## config.mk

```make
export PLATFORM = sky130hd
export DESIGN_NAME = fir_sample_feeder
export DESIGN_NICKNAME = d
export VERILOG_FILES = /design/src/rtl/fir_sample_feeder.sv
export SDC_FILE = /design/constraint.sdc
export NUM_CORES = 1
export LEC_CHECK = 0
export ABC_AREA = 1
export CORE_ASPECT_RATIO = 2
export CORE_MARGIN = 8
export CORE_UTILIZATION = 45
export CTS_CLUSTER_DIAMETER = 80
export DETAILED_ROUTE_END_ITERATION = 12
export PLACE_DENSITY = 0.67
export SLEW_MARGIN = 20
export SYNTH_ARGS = -nofsm -noshare
export SYNTH_HDL_FRONTEND = slang
export SYNTH_SLANG_ARGS = --single-unit
```

## constraint.sdc

```tcl
create_clock -name clk -period 3.5 [get_ports clk]
set_input_delay 0.525 -clock clk [delete_from_list [all_inputs] [get_ports clk]]
set_output_delay 0.525 -clock clk [all_outputs]
set_load 0.02 [all_outputs]
```

## src/rtl/fir_sample_feeder.sv

```systemverilog
// Input stage for the 3-tap FIR: buffers samples in a FIFO and issues one at a time, waiting for done.
// Define FEEDER_TIMEOUT_EN to abandon a sample after TIMEOUT cycles in WAIT.
module fir_sample_feeder #(
    parameter int DEPTH   = 4,
    parameter int TIMEOUT = 64
) (
    input  logic                   clk,
    input  logic                   rst,
    input  logic [7:0]             in_data,
    input  logic                   in_valid,
    output logic                   in_ready,
    output logic [7:0]             datain,
    output logic                   datavalid,
    input  logic                   done,
    output logic                   busy,
    output logic [$clog2(DEPTH):0] level,
    output logic                   timeout_err
);
    localparam int AW = $clog2(DEPTH);
    localparam int LW = AW + 1;

    if (DEPTH < 2 || (DEPTH & (DEPTH - 1)) != 0 || TIMEOUT < 2) begin : g_param_check
        $error("fir_sample_feeder: DEPTH must be a power of two >= 2 and TIMEOUT >= 2");
    end

    typedef enum logic {S_IDLE, S_WAIT} state_t;

    state_t        state_q, state_d;
    logic [7:0]    mem_q [DEPTH];
    logic [7:0]    mem_d [DEPTH];
    logic [AW-1:0] wr_ptr_q, wr_ptr_d;
    logic [AW-1:0] rd_ptr_q, rd_ptr_d;
    logic [LW-1:0] level_q, level_d;
    logic [7:0]    datain_q, datain_d;
    logic          datavalid_q, datavalid_d;
    logic          timeout_err_q, timeout_err_d;
    logic          push;
    logic          issue;
    logic          expire;

`ifdef FEEDER_TIMEOUT_EN
    localparam int CW = $clog2(TIMEOUT);

    logic [CW-1:0] tmo_cnt_q, tmo_cnt_d;

    // Counter idles at zero outside WAIT, so it is already cleared on entry.
    always_comb begin
        tmo_cnt_d = (state_q == S_WAIT) ? tmo_cnt_q + CW'(1) : '0;
        expire    = (state_q == S_WAIT) && !done && (tmo_cnt_q == CW'(TIMEOUT - 1));
    end

    always_ff @(posedge clk) begin
        if (rst) begin
            tmo_cnt_q <= '0;
        end else begin
            tmo_cnt_q <= tmo_cnt_d;
        end
    end
`else
    assign expire = 1'b0;
`endif

    always_ff @(posedge clk) begin
        if (rst) begin
            state_q       <= S_IDLE;
            wr_ptr_q      <= '0;
            rd_ptr_q      <= '0;
            level_q       <= '0;
            datain_q      <= '0;
            datavalid_q   <= 1'b0;
            timeout_err_q <= 1'b0;
        end else begin
            state_q       <= state_d;
            wr_ptr_q      <= wr_ptr_d;
            rd_ptr_q      <= rd_ptr_d;
            level_q       <= level_d;
            datain_q      <= datain_d;
            datavalid_q   <= datavalid_d;
            timeout_err_q <= timeout_err_d;
        end
    end

    // FIFO storage carries data only and needs no reset.
    always_ff @(posedge clk) begin
        mem_q <= mem_d;
    end

    always_comb begin
        state_d = state_q;
        case (state_q)
            S_IDLE:  if (level_q != '0) state_d = S_WAIT;
            S_WAIT:  if (done || expire) state_d = S_IDLE;
            default: state_d = S_IDLE;
        endcase
    end

    always_comb begin
        in_ready      = (level_q != LW'(DEPTH));
        push          = in_valid && in_ready;
        issue         = (state_q == S_IDLE) && (level_q != '0);
        mem_d         = mem_q;
        if (push) mem_d[wr_ptr_q] = in_data;
        wr_ptr_d      = push  ? wr_ptr_q + AW'(1) : wr_ptr_q;
        rd_ptr_d      = issue ? rd_ptr_q + AW'(1) : rd_ptr_q;
        level_d       = level_q + LW'(push) - LW'(issue);
        datain_d      = issue ? mem_q[rd_ptr_q] : datain_q;
        datavalid_d   = issue;
        timeout_err_d = expire;
    end

    assign datain      = datain_q;
    assign datavalid   = datavalid_q;
    assign busy        = (state_q == S_WAIT);
    assign level       = level_q;
    assign timeout_err = timeout_err_q;

endmodule
```

==> impl_results.md <==
* F_max at 452.4 MHz
* Worst EP arrival at 2.41 ns
* Area Growth Syn to Fin at 15.85%
* Crit start category: register
* Fin crit share at 63.16%
* Skew final at 0.007466 ns
* Max Root-Sink Buffers at 2
* CTS buffer count at 5
* FP Rows at 36
* Vias per std cell at 4.466
* Clk pin slew, worst setup/hold paths at 0.09 ns
* Final min period at 2.211 ns
* Die height at 115.3 um
* Largest net degree at the start of global routing at 21
* Slew Limit Fails at 0
* Critical path cell sequence: nor2_2 -> nand2_2 -> nand2_2 -> inv_2 -> ha_1 -> inv_1 -> ha_1 -> inv_1 -> fa_1 -> o21ai_0 -> a21oi_1
* CTS H-tree lvls at 2
* Synth Warn # at 0
* Peak VDD IR at 0.4107 mV
* Drt first pass iters at 4
* Async SR Flop Fraction at 0%
* Worst-Margin Slew at 0.8286 ns
* Syn Nets at 263
* Total track usage at 10.50%
* Leakage at 1.159 nW
* Slowest CP cell: dfxtp_1
* Number of flops mapped to enable cells by yosys at 32
* Die width at 65.65 um
* 1st-iter DRT viols at 50
* CP required at 3.70 ns
* Post-CTS sizing at 0
* Synth top cells by count: 61 x nand2_1, 52 x inv_1, 32 x edfxtp_1
* Top FF cell, synth: edfxtp_1
* RSZ-0062 raised after global routing: no
* Initial Utilization at 46.03%
* Layout cell share with drive strength beyond 1 at 7.063%
* Ranking of synthesized cells by area: edfxtp_1 43%, dfxtp_1 15%, nand2_1 10%, inv_1 8.8%, nor2_1 4.7%
* Min-Delay Path Class: register to register
* Post-CTS Hold Fix Bufs at 0
* Wire per inst at 11.01 um
* Inst Count DP at 318
* Mapped Cells at 244
* Global-route wire length before repair at 6.065 mm
* Placer Congestion at 0.7755
* Slew HR at 44.68%
* Core area at 0.004820 mm2
* Initial antenna violation count at 0
* Kind of critical path: register to register
* Area leader, netlist: edfxtp_1
* Status: finished clean
* CTS tree: built
* Total number of vias at 1456
* Post-CTS Setup Repair Bufs at 0
* CTS sink cnt at 49
* Residual DRC at 0
* IO Pins at 27
* Most used standard cell by instance count after synthesis: nand2_1
* Overflow left after global routing at 0
* Max-cap violations at 0
* Vias in the first global route at 1463
* Total wire length at 3.589 mm
* Largest delay share family, worst path: adder cells
* DP Wirelength at 2.616 mm
* Root Buffer: clkbuf_8
* Hold Fails Final Rpt at 0
* Final setup vio count at 0
* CP bufs+invs at 3
* Post-Layout Cell Count at 326
* Sequential share of the synthesized area at 58.66%
* Yosys reg bits at 49
* Max Fanout on Critical Path at 20
* Worst skew pair latency at 0.30 ns
* # diodes at 0
* Die area at 0.007569 mm2
* Post-synthesis area per instance at 9.092 um2
* PortBufs at 25
* Worst Setup End Kind: register
* Fin nets at 287
* Pwr Density at 762.7 mW/mm2
* Crit-path max cell delay at 0.38 ns
* Routed Antenna Nets at 0
* Top-area cell type share of the netlist area at 43.32%
* Mapped Area at 0.002218 mm2
* Sum Neg Setup Slack at 0 ns
* Distinct cells, synth at 21
[layout make-up]
| type | instances | area (um2) |
|---|---|---|
| fill | 448 | 2250 |
| sequential | 49 | 1301 |
| multi-input combinational | 131 | 614.3 |
| timing repair buffer | 25 | 250.2 |
| inverter | 56 | 217.7 |
| tap | 57 | 71.32 |
| clock buffer | 5 | 68.82 |
| clock inverter | 3 | 46.29 |
[worst reg2reg max path, cell delays in order, from the launching register on]
cell,delay [ns]
dfxtp_1,0.38
nor2_2,0.17
nand2_2,0.07
nand2_2,0.28
inv_2,0.09
ha_1,0.30
inv_1,0.06
ha_1,0.13
inv_1,0.04
fa_1,0.37
o21ai_0,0.17
a21oi_1,0.05
[where the power goes]
part | switching (mW) | internal (mW) | leakage, nW | total, mW
logic | 0.437 | 0.292 | 0.671 | 0.729
clock network | 0.191 | 0.214 | 0.0543 | 0.405
registers | 0.101 | 0.725 | 0.434 | 0.826
[stage by stage]
| stage | hold WS (ns) | worst slack [ns] | instance area (um2) | power [mW] | utilization, % |
|---|---|---|---|---|---|
| after global routing | 0.5351 | 1.043 | 2570 | 2.125 | 53.32 |
| after global placement | 0.5025 | 1.140 | 2455 | 1.577 | 50.93 |
| after CTS | 0.5182 | 1.262 | 2570 | 1.991 | 53.32 |
| after floorplan | 0.4734 | 1.447 | 2218 | 1.420 | - |
| after detailed placement | 0.5056 | 1.098 | 2455 | 1.586 | 50.93 |
| final | 0.5193 | 1.289 | 2570 | 1.960 | 53.32 |
[layout by cell type, fill, tap and decap left out]
cell type,Yosys,layout
a21oi_1,4,4
bufinv_16,0,1
clkbuf_8,0,5
clkdlybuf4s50_1,0,25
clkinv_1,2,2
clkinv_4,0,1
clkinvlp_4,0,1
conb_1,1,1
dfxtp_1,17,17
edfxtp_1,32,32
fa_1,1,1
ha_1,6,6
inv_1,52,52
inv_2,1,1
inv_8,1,1
nand2_1,61,61
nand2_2,8,8
nand3_1,19,19
nor2_1,28,28
nor2_2,1,1
o21ai_0,2,2
[layer usage]
layer | global-route usage, % | up-vias | share of wire [%] | wire [um]
met5 | 0 | - | 0 | 0
met4 | 5.718 | 0 | 1.8 | 66
met3 | 2.634 | 5 | 3.8 | 137
met2 | 20.68 | 20 | 57 | 2048
met1 | 8.824 | 652 | 37 | 1337
li1 | - | 779 | - | -
[worst paths after layout]
kind | start | to | depth (start not counted) | slack (ns)
max | level[1] | level[2] | 11 | 1.29
min | wr_ptr_q[1] | wr_ptr_q[1] | 2 | 0.52
max reg2reg | level[1] | level[2] | 11 | 1.29
min reg2reg | wr_ptr_q[1] | wr_ptr_q[1] | 2 | 0.52
[sequential cells by signal (all words and copies together), names as in the netlist]
| register | cells |
|---|---|
| level | 3 |
| wr_ptr_q | 2 |
| datavalid | 1 |
| datain | 8 |
| busy | 1 |
| rd_ptr_q | 2 |
| mem_q | 32 |
[kinds of logic after synthesis]
logic type / share of synthesized area [%]
and+or+nand+nor: 21.88
buffers and inverters: 13.65
DFF: 58.66
adders and majority gates: 4.286
AOI/OAI and AO/OA: 1.354
other: 0.1690
Power figures use the tool's default switching activity.
